File: config.mk
export PLATFORM = sky130hd
export DESIGN_NAME = hdlc_rx_deframer
export DESIGN_NICKNAME = d
export VERILOG_FILES = /design/src/rtl/hdlc_pkg.sv /design/src/rtl/hdlc_rx_pattern_detect.sv /design/src/rtl/hdlc_rx_deframer.sv
export SDC_FILE = /design/constraint.sdc
export NUM_CORES = 1
export LEC_CHECK = 0
export CAP_MARGIN = 30
export CORE_MARGIN = 5
export CORE_UTILIZATION = 61
export CTS_CLUSTER_DIAMETER = 150
export CTS_CLUSTER_SIZE = 16
export DETAILED_ROUTE_END_ITERATION = 8
export PLACE_DENSITY = 0.83
export RECOVER_POWER = 100
export SLEW_MARGIN = 10
export SYNTH_ARGS = -nofsm -noshare
export SYNTH_HDL_FRONTEND = slang
export SYNTH_SLANG_ARGS = --single-unit
File: constraint.sdc
create_clock -name Clk -period 4.85 [get_ports Clk]
set_clock_uncertainty 0.2 [all_clocks]
set_input_delay 1.455 -clock Clk [delete_from_list [all_inputs] [get_ports Clk]]
set_output_delay 1.455 -clock Clk [all_outputs]
set_load 0.01 [all_outputs]
File: src/rtl/hdlc_pkg.sv
// Shared HDLC receive constants and the deframer state type.
package hdlc_pkg;

   // Flag 0111_1110; arrives LSB first as 0,1,1,1,1,1,1,0.
   localparam logic [7:0] HDLC_FLAG      = 8'h7E;
   // Abort: a 0 followed by seven 1s (LSB first 0,1,1,1,1,1,1,1).
   localparam logic [7:0] HDLC_ABORT     = 8'hFE;
   // Run of 1s after which the transmitter inserts a 0.
   localparam logic [2:0] STUFF_ONES     = 3'd5;
   // Flag bits still queued in the data path when the flag is acted upon.
   localparam logic [2:0] FLAG_TAIL_BITS = 3'd7;

   typedef enum logic {
      HUNT  = 1'b0,
      FRAME = 1'b1
   } hdlc_rx_state_t;

endpackage

File: src/rtl/hdlc_rx_pattern_detect.sv
// Receive window: 8-bit LSB-first shift register, registered flag/abort
// match, and a one-bit delay on the bit leaving the window so the data path
// lags detection by one cycle.
module hdlc_rx_pattern_detect
   import hdlc_pkg::*;
(
   input  logic clk,
   input  logic rst_n,
   input  logic enable,
   input  logic rx,
   output logic flag_detect,
   output logic abort_detect,
   output logic line_bit
);

   // window[0] is the oldest bit, window[7] the newest.
   logic [7:0] window;

   // Shift the line into the window and register the pattern matches.
   // NOTE: sequential state uses non-blocking assignments so every register
   // samples the values present before the clock edge.
   always_ff @(posedge clk or negedge rst_n) begin
      if (!rst_n) begin
         window       <= '1;
         line_bit     <= 1'b1;
         flag_detect  <= 1'b0;
         abort_detect <= 1'b0;
      end else if (!enable) begin
         window       <= '1;
         line_bit     <= 1'b1;
         flag_detect  <= 1'b0;
         abort_detect <= 1'b0;
      end else begin
         window       <= {rx, window[7:1]};
         line_bit     <= window[0];
         flag_detect  <= (window == HDLC_FLAG);
         abort_detect <= (window == HDLC_ABORT);
      end
   end

endmodule

File: src/rtl/hdlc_rx_deframer.sv
// HDLC receive deframer: frame FSM, zero removal, LSB-first byte assembly
// and the registered Rx control strobes.
module hdlc_rx_deframer
   import hdlc_pkg::*;
#(
   parameter int unsigned MIN_FRAME_BYTES = 1
) (
   input  logic       Clk,
   input  logic       Rst,
   input  logic       Rx,
   input  logic       Rx_Enable,
   output logic       Rx_FlagDetect,
   output logic       Rx_AbortDetect,
   output logic       Rx_ValidFrame,
   output logic       Rx_AbortSignal,
   output logic [7:0] Rx_Data,
   output logic       Rx_WrBuff,
   output logic       Rx_EoF,
   output logic       Rx_FrameError
);

   localparam logic [7:0] MIN_BYTES = 8'(MIN_FRAME_BYTES);

   hdlc_rx_state_t state, state_next;

   logic       line_bit;
   logic       frame_start, eof_next, ferr_next, abort_next, data_en;
   logic       keep_bit, byte_done;
   logic [2:0] ones_cnt, bit_cnt, skip_cnt;
   logic [7:0] byte_cnt, byte_sr;

   hdlc_rx_pattern_detect u_detect (
      .clk          (Clk),
      .rst_n        (Rst),
      .enable       (Rx_Enable),
      .rx           (Rx),
      .flag_detect  (Rx_FlagDetect),
      .abort_detect (Rx_AbortDetect),
      .line_bit     (line_bit)
   );

   // Frame state register; disabling the receiver drops back to HUNT.
   always_ff @(posedge Clk or negedge Rst) begin
      if (!Rst)            state <= HUNT;
      else if (!Rx_Enable) state <= HUNT;
      else                 state <= state_next;
   end

   assign Rx_ValidFrame = (state == FRAME);

   // Next state and next-cycle strobe decisions from the detector pulses.
   // NOTE: every signal gets its default first so no latch is inferred.
   always_comb begin
      state_next  = state;
      frame_start = 1'b0;
      eof_next    = 1'b0;
      ferr_next   = 1'b0;
      abort_next  = 1'b0;
      data_en     = 1'b0;
      case (state)
         HUNT: begin
            if (Rx_FlagDetect) begin
               state_next  = FRAME;
               frame_start = 1'b1;
            end
         end
         FRAME: begin
            if (Rx_AbortDetect) begin
               state_next = HUNT;
               abort_next = 1'b1;
            end else if (Rx_FlagDetect) begin
               // Closing flag doubles as the opening flag of the next frame.
               frame_start = 1'b1;
               if (byte_cnt == MIN_BYTES) begin
                  eof_next  = 1'b1;
                  ferr_next = (bit_cnt != 3'd0);
               end
            end else begin
               // Bits of the flag that opened this frame are still draining.
               data_en = (skip_cnt == 3'd0);
            end
         end
         default: state_next = HUNT;
      endcase
   end

   // A 0 after five 1s is a stuffed bit and is dropped.
   assign keep_bit  = data_en && !(!line_bit && (ones_cnt == STUFF_ONES));
   assign byte_done = keep_bit && (bit_cnt == 3'd7);

   // Zero removal, byte shift register and the frame counters.
   always_ff @(posedge Clk or negedge Rst) begin
      if (!Rst) begin
         ones_cnt <= '0;
         bit_cnt  <= '0;
         skip_cnt <= '0;
         byte_cnt <= '0;
         byte_sr  <= '0;
      end else if (!Rx_Enable || (state_next == HUNT)) begin
         ones_cnt <= '0;
         bit_cnt  <= '0;
         skip_cnt <= '0;
         byte_cnt <= '0;
         byte_sr  <= '0;
      end else if (frame_start) begin
         ones_cnt <= '0;
         bit_cnt  <= '0;
         skip_cnt <= FLAG_TAIL_BITS;
         byte_cnt <= '0;
      end else begin
         if (skip_cnt != 3'd0) skip_cnt <= skip_cnt - 1'b1;
         if (data_en) begin
            if (line_bit) ones_cnt <= (ones_cnt == 3'd7) ? ones_cnt : ones_cnt + 1'b1;
            else          ones_cnt <= '0;
         end
         if (keep_bit) begin
            byte_sr <= {line_bit, byte_sr[7:1]};
            bit_cnt <= bit_cnt + 1'b1;
            // Only "at least MIN_BYTES" matters, so the count saturates.
            if (byte_done && (byte_cnt != MIN_BYTES)) byte_cnt <= byte_cnt + 1'b1;
         end
      end
   end

   // Registered output strobes and the assembled byte.
   always_ff @(posedge Clk or negedge Rst) begin
      if (!Rst) begin
         Rx_WrBuff      <= 1'b0;
         Rx_EoF         <= 1'b0;
         Rx_FrameError  <= 1'b0;
         Rx_AbortSignal <= 1'b0;
         Rx_Data        <= 8'h00;
      end else if (!Rx_Enable) begin
         Rx_WrBuff      <= 1'b0;
         Rx_EoF         <= 1'b0;
         Rx_FrameError  <= 1'b0;
         Rx_AbortSignal <= 1'b0;
         Rx_Data        <= 8'h00;
      end else begin
         Rx_WrBuff      <= byte_done;
         Rx_EoF         <= eof_next;
         Rx_FrameError  <= ferr_next;
         Rx_AbortSignal <= abort_next;
         if (byte_done) Rx_Data <= {line_bit, byte_sr[7:1]};
      end
   end

endmodule

# Word-level counts from Yosys, hierarchy flattened
# Index checks and enable logic that the tools add are counted.
# op_classes
add_sub_neg	4
n_mul	0
n_div	0
n_lt_le_gt_ge	0
n_eq_ne	10
shift	0
mux	47
n_bitwise	2
reduce_logical	19
# op_table
op	count
$mux 8	10
$mux 3	11
$mux 1	24
$reduce_bool 3->1	6
$eq 3x3->1 const B	3
$add 8x1->8 const B	1
$eq 8x1->1 const B	1
$eq 8x7->1 const B	1
$eq 8x8->1 const B	1
$ne 8x1->1 const B	1
$add 3x1->3 const B	2
$reduce_and 2->1	3
$logic_and 1x1->1	4
$ne 2x1->1 const B	2
$ne 4x4->1 const B	1
$pmux 1 s2	2
$logic_not 1->1	3
$logic_not 3->1	1
$sub 3x1->3 const B	1
$not 1->1	2
$reduce_bool 2->1	1
$logic_or 1x1->1	1
# word_totals
reg_bits	49
latch_bits	0
ram_bits	0
rom_bits	0
in_bits	4
output_inout_bits	15
mem_count	0

# Logic depth before layout (Yosys ltp)
# Gate-level depths: netlist of the first run.
# logic_depth
ltp_word	11
depth_mapped	7

# Cells and area by module
# From an unflattened synthesis of the first run, not the netlist that was laid out.
# unflattened
hier_cells	212
hier_area_um2	2227.1
# by_module_without_submodules
module	n_inst	cells_per_inst	area_per_inst_um2	seq_area_each_um2
hdlc_rx_deframer	1	187	1848.0	925.9
hdlc_rx_pattern_detect	1	25	379.1	286.5

# Least setup slack after synthesis of the first run
# Ideal clock, no wire load.
# synth_path
kind	in2reg
startpoint	input Rx_Enable
endpoint	register ones_cnt[0]
setup_ns	0.125
arrival_ns	2.207
t_required_ns	4.525
setup_slack_ns	2.319
stages	3
n_path_buf	0
path_cell_list	nand4bb_1 a31oi_1 mux2_2
# synth_via
elab_chain_cells	4
word_cells_on_any_way	6
# synth_rtl
item	line	rtl
start, declared	hdlc_rx_deframer.sv:11	input logic Rx_Enable,
$logic_not 1->1 (*)	-	
$logic_or 1x1->1 (*)	hdlc_rx_deframer.sv:99	end else if (!Rx_Enable || (state_next == HUNT)) begin
$ne 4x4->1 (no line) / $reduce_bool 3->1 (equally long branches)	-	
$reduce_and 2->1 (no line)	-	
end signal, assigned	hdlc_rx_deframer.sv:113	if (line_bit) ones_cnt <= (ones_cnt == 3'd7) ? ones_cnt : ones_cnt + 1'b1;
end, declared	hdlc_rx_deframer.sv:29	logic [2:0] ones_cnt, bit_cnt, skip_cnt;
# Every way passes the cells marked *; elsewhere a longest branch is shown, timed or not.
# A chain may end at the register's enable or synchronous reset.

# Final worst setup path of the first run
# layout_path
startpoint	input Rx_Enable
endpoint	register ones_cnt[1]
# The elaborated chain is that of the path after synthesis.

==> flow_metrics.env, run 1 <==
export IMPL_outcome="finished, final reports clean"
export IMPL_die_area_um2=4998
export IMPL_port_buffers=18
export IMPL_grt_max_degree=30
export IMPL_timing_hold_ws_ns=0.2954
export IMPL_grtUsageTotal_pct=18.11
export IMPL_fin_crit_ns=3.681
export IMPL_worstHoldEndpoint="u_detect.window[1]"
export IMPL_ant_nets=0
export IMPL_synth_area_leaders="dfrtp_1 43%, dfstp_2 11%, mux2i_1 7.1%, ha_1 5.6%, nor2_1 4.2%"
export IMPL_cts_hold_buf=0
export IMPL_grt_first_pass_wirelength_mm=7.203
export IMPL_reg2reg_slack_ns=2.38
export IMPL_post_cts_buffers=0
export IMPL_synth_top_cells_by_count="39 x dfrtp_1, 25 x nor2_1, 16 x mux2i_1"
export IMPL_netlist_area_leader_share_pct=43.43
export IMPL_drv_slew=0
export IMPL_r2r_start="skip_cnt[0]"
export IMPL_start_util_pct=62.32
export IMPL_first_global_vias=1548
export IMPL_synthAdderAreaFrac_pct=5.568
export IMPL_worst_pin_slew_ns=1.480
export IMPL_io_pins=19
export IMPL_syn_avg_cell_area_um2=11.64
export IMPL_power_total_mw=0.7092
export IMPL_die_h_um=70.70
export IMPL_seq_area_frac_synth_pct=53.95
export IMPL_via_per_inst=5.766
export IMPL_synth_top_family_by_area="simple AND/OR/NAND/NOR gates"
export IMPL_hold_path_class="flop to flop"
export IMPL_antenna_found_initial=0
export IMPL_synthArstFlopShare_pct=100.0
export IMPL_cts_buffer_depth=2
export IMPL_r2r_end="byte_cnt[2]"
export IMPL_hold_viol_final=0
export IMPL_fin_crit_sh_pct=75.90
export IMPL_worstHoldPathCells=1
export IMPL_irDropWorstVdd_mv=0.1448
export IMPL_worstPathMaxFanout=14
export IMPL_clk_transition_reported_paths_ns=0.08
export IMPL_dp_cells=253
export IMPL_synthesis_nets=207
export IMPL_cp_required_ns=4.83
export IMPL_drc=0
export IMPL_synth_cells=193
export IMPL_yosys_area_share_simple_pct=21.21
export IMPL_synth_xor_area_share_pct=1.559
export IMPL_cts_tree="done"
export IMPL_cts_inserted_buffers=5
export IMPL_fmax_ghz=0.2716
export IMPL_worstSetupStartpointType="input pin"
export IMPL_num_vias=1505
export IMPL_detail_route_wl_per_cell_um=15.65
export IMPL_clock_sinks=48
export IMPL_instances_no_fill=261
export IMPL_syn_to_final_growth_pct=13.92
export IMPL_yosysUniqueCellTypes=45
export IMPL_die_w_um=70.70
export IMPL_hpwl_mm=3.041
export IMPL_muxShareOfSynthArea_pct=8.129
export IMPL_core_area_um2=3606
export IMPL_timing_worst_setup_path_type="input pin to flop"
export IMPL_rsz0062_at_grt="no"
export IMPL_drive_above_1_share_pct=11.27
export IMPL_clkLatencyLatePin_ns=0.30
export IMPL_p_leak_nw=1.269
export IMPL_synth_compound_area_share_pct=5.624
export IMPL_core_rowCount=22
export IMPL_wl_mm=4.085
export IMPL_r2r_cells=6
export IMPL_drv_cap=0
export IMPL_yosysWarningCount=0
export IMPL_antennaDiodeCount=0
export IMPL_synth_area_um2=2247
export IMPL_cp_arrival_ns=3.66
export IMPL_cts_resized=0
export IMPL_synth_flop_cell="dfrtp_1"
export IMPL_yosys_area_top_type="dfrtp_1"
export IMPL_hp_start="u_detect.window[2]"
export IMPL_htreeDepth=2
export IMPL_drt_pass1_iterations=4
export IMPL_synth_edf_count=0
export IMPL_p_per_area_nw_per_um2=277.1
export IMPL_yosysMostFrequentCell="dfrtp_1"
export IMPL_drt_initial_drc_count=99
export IMPL_setup_violations=0
export IMPL_cts_root_buf="clkbuf_8"
export IMPL_place_gp_congestion=0.9122
export IMPL_critPathCaptureType="flop"
export IMPL_layout_nets=226
export IMPL_grt_ovfl_total=0
export IMPL_synth_seq_cells=48
export IMPL_setup_tns_ns=0
export IMPL_slew_headroom_pct=1.339
[cell usage in the layout, fill, tap and decap left out, types with 2 or more instances in the layout]
master and instances:
dfrtp_1 39, nor2_1 25, mux2i_1 16, dlygate4sd3_1 16, inv_1 11, nand2b_1 10
ha_1 10, nand2_1 9, dfstp_2 9, a21oi_1 5, clkbuf_8 5, o21ai_0 4
nor4_1 4, xnor2_1 4, nand4_1 3, nor4_4 3, clkbuf_1 3, nand3_1 2
a31oi_1 2, mux2_2 2, nand4b_1 2, a211oi_1 2, or3_1 2, or4_1 2
clkbuf_16 2
[final cells by class]
| type | instances | area, um2 |
|---|---|---|
| Timing Repair Buffer | 19 | 177.7 |
| Tap cell | 48 | 60.06 |
| Fill cell | 261 | 1046 |
| Sequential cell | 48 | 1212 |
| Inverter | 12 | 45.04 |
| Clock buffer | 8 | 122.6 |
| Multi-Input combinational cell | 126 | 942.2 |
[kinds of logic after synthesis]
kind of cell | count (synthesis)
buffers and inverters | 19
adders and majority gates | 10
xor gates and xnor gates | 4
and+or+nand+nor | 75
muxes | 18
AOI/OAI and AO/OA | 19
DFF | 48
[worst max-delay path: stages]
cell and delay (ns):
dlygate4sd3_1 0.81, nand4bb_1 0.52, a31oi_1 0.50, mux2_2 0.38
[per-layer routing]
metal	vias up	part of all wire [%]	track usage, %
li1	712	-	-
met1	750	41	21.84
met2	34	53	31.10
met3	9	4.0	4.545
met4	0	1.6	7.098
met5	-	0	0
[state kept, by name (all words and copies together) (netlist names)]
name                   count
Rx_Data                    8
byte_cnt                   8
u_detect.window            8
byte_sr                    7
bit_cnt                    3
ones_cnt                   3
skip_cnt                   3
Rx_AbortSignal             1
Rx_EoF                     1
Rx_FrameError              1
Rx_ValidFrame              1
Rx_WrBuff                  1
u_detect.abort_detect      1
u_detect.flag_detect       1
u_detect.line_bit          1
[power by group]
| part | internal, mW | switching, mW | leakage [nW] |
|---|---|---|---|
| clock | 0.164 | 0.128 | 0.0618 |
| combinational | 0.00274 | 0.0112 | 0.567 |
| sequential | 0.402 | 0.000694 | 0.640 |
[through the flow]
| step | area (um2) | utilization, % | setup WS, ns |
|---|---|---|---|
| 6_report | 2560 | 70.99 | 1.169 |
| 4_1_cts | 2581 | 71.58 | 1.285 |
| 2_1_floorplan | 2247 | - | 2.319 |
| 3_5_place_dp | 2459 | 68.18 | 0.9642 |
| 3_3_place_gp | 2439 | 67.63 | 1.049 |
| 5_1_grt | 2560 | 70.99 | 0.8894 |
[worst max path at each step]
| stage | start | endpoint | slack [ns] | cells after the start |
|---|---|---|---|---|
| floorplan | Rx_Enable | ones_cnt[0] | 2.32 | 3 |
| global route | Rst | byte_sr[6] | 0.89 | 2 |
| global placement | Rx_Enable | ones_cnt[1] | 1.05 | 4 |
| CTS | Rx_Enable | ones_cnt[1] | 1.28 | 4 |
| finish | Rx_Enable | ones_cnt[1] | 1.17 | 4 |
| detailed placement | Rx_Enable | ones_cnt[1] | 0.96 | 4 |
No activity file was read; power rests on OpenSTA's default activity.
==> run 2, diff against run 1 <==
--- a/config.mk
+++ b/config.mk
@@ -7,11 +7,11 @@
 export LEC_CHECK = 0
 export CAP_MARGIN = 30
 export CORE_MARGIN = 5
-export CORE_UTILIZATION = 61
+export CORE_UTILIZATION = 51
 export CTS_CLUSTER_DIAMETER = 150
 export CTS_CLUSTER_SIZE = 16
 export DETAILED_ROUTE_END_ITERATION = 8
-export PLACE_DENSITY = 0.83
+export PLACE_DENSITY = 0.74
 export RECOVER_POWER = 100
 export SLEW_MARGIN = 10
 export SYNTH_ARGS = -nofsm -noshare
==> constraint.sdc (replaced) <==
create_clock -name Clk -period 3 [get_ports Clk]
set_clock_uncertainty 0.2 [all_clocks]
set_input_delay 0.9 -clock Clk [delete_from_list [all_inputs] [get_ports Clk]]
set_output_delay 0.9 -clock Clk [all_outputs]
set_load 0.01 [all_outputs]
==> run 2 against run 1 <==
Net effect:
- the run now ends with capacitance limit, slew limit left
- sequential share of layout area is 1.1 points higher
- non-clock buffer count is 5 higher
- combinational power is 74% higher
- first-iteration DRC count is 33% lower
- sequential power is 62% higher
- critical endpoint is now Rx_FlagDetect
- clock power is 35% higher
- power is 51% higher
==> flow_metrics.env, run 2 (synthesis gave the netlist of run 1 again) <==
export IMPL_grt_ovfl_total=0
export IMPL_ant_nets=0
export IMPL_hold_viol_final=0
export IMPL_outcome="finished with violations"
export IMPL_violations="capacitance limit, slew limit"
export IMPL_cts_buffer_depth=2
export IMPL_cts_root_buf="clkbuf_8"
export IMPL_detail_route_wl_per_cell_um=14.97
export IMPL_core_area_um2=4324
export IMPL_crit_buf_inv=1
export IMPL_num_vias=1506
export IMPL_r2r_cells=6
export IMPL_p_per_area_nw_per_um2=428.3
export IMPL_clkLatencyLatePin_ns=0.30
export IMPL_antennaDiodeCount=0
export IMPL_drive_above_1_share_pct=9.174
export IMPL_die_area_um2=5834
export IMPL_setup_violations=0
export IMPL_grt_max_degree=33
export IMPL_drv_cap=1
export IMPL_hpwl_mm=2.844
export IMPL_port_buffers=18
export IMPL_fmax_ghz=0.3807
export IMPL_hp_start="u_detect.window[3]"
export IMPL_drv_slew=33
export IMPL_rsz0062_at_grt="no"
export IMPL_crit_end="Rx_FlagDetect"
export IMPL_cts_hold_buf=0
export IMPL_fin_crit_ns=2.627
export IMPL_reg_top3="Rx_Data (8), byte_cnt (8), u_detect.window (8)"
export IMPL_cp_arrival_ns=1.53
export IMPL_cp_top_family="buffers and inverters"
export IMPL_irDropWorstVdd_mv=0.2864
export IMPL_core_rowCount=24
export IMPL_grt_first_pass_wirelength_mm=7.314
export IMPL_crit_cells=1
export IMPL_cp_slowest_cell="dlygate4sd3_1"
export IMPL_htreeDepth=2
export IMPL_mostFrequentLayoutCell="dfrtp_1"
export IMPL_worstSetupStartpointType="flop"
export IMPL_slowest_delay_ns=0.66
export IMPL_via_per_inst=5.578
export IMPL_post_cts_buffers=0
export IMPL_die_w_um=76.38
export IMPL_reg2reg_slack_ns=0.41
export IMPL_critPathCaptureType="primary output"
export IMPL_slew_headroom_pct=-8.998
export IMPL_dp_cells=262
export IMPL_wl_mm=4.041
export IMPL_r2r_end="Rx_FrameError"
export IMPL_cp_required_ns=1.90
export IMPL_fin_crit_sh_pct=87.56
export IMPL_worst_pin_slew_ns=1.635
export IMPL_hold_path_class="flop to flop"
export IMPL_start_util_pct=51.97
export IMPL_layout_nets=231
export IMPL_instances_no_fill=270
export IMPL_grtUsageTotal_pct=15.33
export IMPL_p_leak_nw=1.259
export IMPL_io_pins=19
export IMPL_worstPathMaxFanout=11
export IMPL_clock_sinks=48
export IMPL_place_gp_congestion=0.7767
export IMPL_cts_inserted_buffers=5
export IMPL_drc=0
export IMPL_antenna_found_initial=0
export IMPL_worstSetupStartpoint="u_detect.flag_detect"
export IMPL_clk_transition_reported_paths_ns=0.09
export IMPL_die_h_um=76.38
export IMPL_first_global_vias=1523
export IMPL_timing_worst_setup_path_type="flop to primary output"
export IMPL_cts_resized=0
export IMPL_drt_initial_drc_count=66
export IMPL_cts_tree="done"
export IMPL_layout_common_cells="39 x dfrtp_1, 25 x nor2_1, 16 x mux2i_1, 16 x dlygate4sd3_1, 11 x inv_1"
export IMPL_syn_to_final_growth_pct=11.30
export IMPL_path_cells="dlygate4sd3_1"
export IMPL_drt_pass1_iterations=4
export IMPL_setup_tns_ns=0
export IMPL_r2r_start="byte_cnt[1]"
-- run 2: through the flow --
stage	instance area [um2]	utilization, %	worst slack [ns]	power [mW]	hold WS [ns]
after floorplan	2247	-	1.002	0.6698	0.2533
after global placement	2489	57.55	0.3956	0.6913	0.2619
after detailed placement	2489	57.55	0.3554	0.6915	0.2672
after CTS	2579	59.64	0.4065	1.087	0.2787
after global routing	2501	57.84	0.1980	1.121	0.3121
final	2501	57.84	0.3731	1.071	0.2820
-- run 2: area by class of cell --
| type | count | area [um2] |
|---|---|---|
| Multi-Input combinational cell | 126 | 887.1 |
| Clock buffer | 8 | 90.09 |
| Sequential cell | 48 | 1212 |
| Inverter | 12 | 45.04 |
| Tap cell | 52 | 65.06 |
| Timing Repair Buffer | 24 | 201.4 |
| Fill cell | 389 | 1823 |
-- run 2: worst min-delay path by stage --
stage | end | slack, ns | cells after the start
floorplan | u_detect.window[6] | 0.25 | 2
global placement | u_detect.window[6] | 0.26 | 2
detailed placement | u_detect.window[6] | 0.27 | 2
CTS | u_detect.window[6] | 0.28 | 2
global route | u_detect.window[2] | 0.31 | 1
finish | u_detect.window[2] | 0.28 | 1
-- run 2: routing by layer --
layer	vias up	wire (um)	global-route usage [%]
met3	7	128	3.783
li1	725	-	-
met5	-	0	0
met1	755	1883	20.72
met2	19	1958	23.20
met4	0	71	6.993
-- run 2: report_power, final --
| group | leakage (nW) | total (mW) | switching (mW) | internal [mW] |
|---|---|---|---|---|
| combinational | 0.573 | 0.0243 | 0.0191 | 0.00520 |
| sequential | 0.640 | 0.651 | 0.000985 | 0.650 |
| clock | 0.0455 | 0.395 | 0.207 | 0.188 |
| total | 1.26 | 1.07 | 0.227 | 0.844 |
==> run 3, diff against run 2 <==
--- a/config.mk
+++ b/config.mk
@@ -6,12 +6,15 @@
 export NUM_CORES = 1
 export LEC_CHECK = 0
 export CAP_MARGIN = 30
+export CELL_PAD_IN_SITES_DETAIL_PLACEMENT = 1
+export CELL_PAD_IN_SITES_GLOBAL_PLACEMENT = 2
 export CORE_MARGIN = 5
-export CORE_UTILIZATION = 51
+export CORE_UTILIZATION = 36
+export CTS_BUF_LIST = sky130_fd_sc_hd__clkbuf_8
 export CTS_CLUSTER_DIAMETER = 150
 export CTS_CLUSTER_SIZE = 16
 export DETAILED_ROUTE_END_ITERATION = 8
-export PLACE_DENSITY = 0.74
+export PLACE_DENSITY_LB_ADDON = 0.1
 export RECOVER_POWER = 100
 export SLEW_MARGIN = 10
 export SYNTH_ARGS = -nofsm -noshare
==> run 3 against run 2 <==
Net effect:
- the flow now finishes without violations
- sequential share of layout area decreased by 1.2 points
- largest cell class unchanged
- global-route usage fell by 1.2 points
- power grew 5.6%
- critical path depth stayed put
- worst setup slack lost 0.025 ns
- sequential power about the same
- design area is 2.6% higher
- first-iteration DRC count down 30%
- combinational power about the same
- maximum frequency shrank 0.94%
==> flow_metrics.env, run 3 (synthesis gave the netlist of run 1 again) <==
export IMPL_timing_worst_setup_path_type="flop to primary output"
export IMPL_cts_tree="done"
export IMPL_clk_transition_reported_paths_ns=0.08
export IMPL_die_h_um=89.01
export IMPL_fin_crit_sh_pct=88.40
export IMPL_fillers=650
export IMPL_cp_slowest_cell="dlygate4sd3_1"
export IMPL_grt_first_pass_wirelength_mm=8.576
export IMPL_hold_viol_final=0
export IMPL_cts_inserted_buffers=5
export IMPL_cp_arrival_ns=1.55
export IMPL_setup_tns_ns=0
export IMPL_mostFrequentLayoutCell="dfrtp_1"
export IMPL_place_gp_congestion=0.7254
export IMPL_worstHoldEndpoint="u_detect.window[6]"
export IMPL_core_rowCount=28
export IMPL_hold_path_class="flop to flop"
export IMPL_reg2reg_slack_ns=0.54
export IMPL_path_cells="dlygate4sd3_1"
export IMPL_outcome="finished, final reports clean"
export IMPL_p_leak_nw=1.279
export IMPL_worstSetupStartpointType="flop"
export IMPL_fin_util_pct=42.84
export IMPL_p_per_area_nw_per_um2=440.7
export IMPL_via_per_inst=5.250
export IMPL_hpwl_mm=3.647
export IMPL_rsz0062_at_grt="no"
export IMPL_io_pins=19
export IMPL_worstPathMaxFanout=11
export IMPL_die_area_um2=7922
export IMPL_grtUsageTotal_pct=14.17
export IMPL_fmax_ghz=0.3771
export IMPL_start_util_pct=37.51
export IMPL_cts_root_buf="clkbuf_8"
export IMPL_cts_hold_buf=0
export IMPL_worst_pin_slew_ns=0.8769
export IMPL_cts_resized=0
export IMPL_layout_common_cells="39 x dfrtp_1, 25 x nor2_1, 16 x mux2i_1, 16 x dlygate4sd3_1, 12 x inv_1"
export IMPL_antennaDiodeCount=0
export IMPL_cts_buffer_depth=2
export IMPL_layout_nets=230
export IMPL_slowest_delay_ns=0.67
export IMPL_fin_crit_ns=2.652
export IMPL_reg_top3="Rx_Data (8), byte_cnt (8), u_detect.window (8)"
export IMPL_drt_initial_drc_count=46
export IMPL_post_cts_buffers=0
export IMPL_hp_start="u_detect.window[7]"
export IMPL_drt_pass1_iterations=4
export IMPL_critPathCaptureType="primary output"
export IMPL_drv_cap=0
export IMPL_setup_violations=0
export IMPL_r2r_start="skip_cnt[0]"
export IMPL_htreeDepth=2
export IMPL_num_vias=1533
export IMPL_drc=0
export IMPL_slew_headroom_pct=41.54
export IMPL_die_w_um=89.01
export IMPL_detail_route_wl_per_cell_um=16.83
export IMPL_grt_ovfl_total=0
export IMPL_cp_top_family="buffers and inverters"
export IMPL_ant_nets=0
export IMPL_clock_sinks=48
export IMPL_port_buffers=18
export IMPL_wl_mm=4.914
export IMPL_clkLatencyLatePin_ns=0.30
export IMPL_drive_above_1_share_pct=11.06
export IMPL_r2r_end="byte_cnt[7]"
export IMPL_core_area_um2=5991
export IMPL_r2r_cells=6
export IMPL_irDropWorstVdd_mv=0.1578
export IMPL_first_global_vias=1701
export IMPL_cp_required_ns=1.90
export IMPL_worstHoldPathCells=2
export IMPL_syn_to_final_growth_pct=14.20
export IMPL_drv_slew=0
export IMPL_crit_buf_inv=1
export IMPL_worstSetupStartpoint="u_detect.flag_detect"
export IMPL_antenna_found_initial=0
export IMPL_grt_max_degree=36
-- run 3: cell types whose count changed in the layout (fill, tap and decap cells not counted), sizes merged --
cell / change
inv: +1
clkinv: +1
buf: +1
bufinv: +1
clkbuf: -5
-- run 3: how the worst max path moves through the flow --
stage | endpoint | slack, ns | depth (start not counted)
after detailed placement | byte_cnt[6] | 0.29 | 5
final | Rx_FlagDetect | 0.35 | 1
after floorplan | byte_cnt[6] | 1.00 | 7
after global routing | Rx_FlagDetect | 0.27 | 1
after CTS | Rx_FlagDetect | 0.38 | 1
after global placement | byte_cnt[6] | 0.36 | 5
-- run 3: per-layer routing --
| layer | vias to the layer above | global-route usage (%) | wire length, um |
|---|---|---|---|
| met5 | - | 0 | 0 |
| met4 | 0 | 5.142 | 104 |
| met3 | 13 | 3.226 | 126 |
| met2 | 27 | 23.68 | 2413 |
| met1 | 783 | 18.01 | 2269 |
| li1 | 710 | - | - |
-- run 3: area by class of cell --
class                   count  area [um2]  area share, %
clock buffers               5       68.82          2.682
flip-flops and latches     48        1212          47.25
clock inverters             3       38.79          1.511
multi-input cells         126       905.9          35.30
well taps                  75       93.84          3.657
repair buffers             23       201.4          7.850
inverters                  12       45.04          1.755
-- run 3: per-stage QoR --
stage / instances / total power [mW] / worst slack, ns / instance area [um2] / hold slack (ns)
CTS: 292 / 1.152 / 0.3763 / 2618 / 0.2858
global route: 292 / 1.180 / 0.2726 / 2566 / 0.2976
detailed placement: 284 / 0.6913 / 0.2851 / 2510 / 0.2760
global placement: 284 / 0.6905 / 0.3619 / 2510 / 0.2625
finish: 292 / 1.131 / 0.3480 / 2566 / 0.2866
floorplan: 193 / 0.6698 / 1.002 / 2247 / 0.2533
-- run 3: where the power goes --
part,switching (mW),internal (mW)
clock,0.211,0.244
combinational,0.0194,0.00486
sequential,0.00108,0.651
total,0.231,0.900
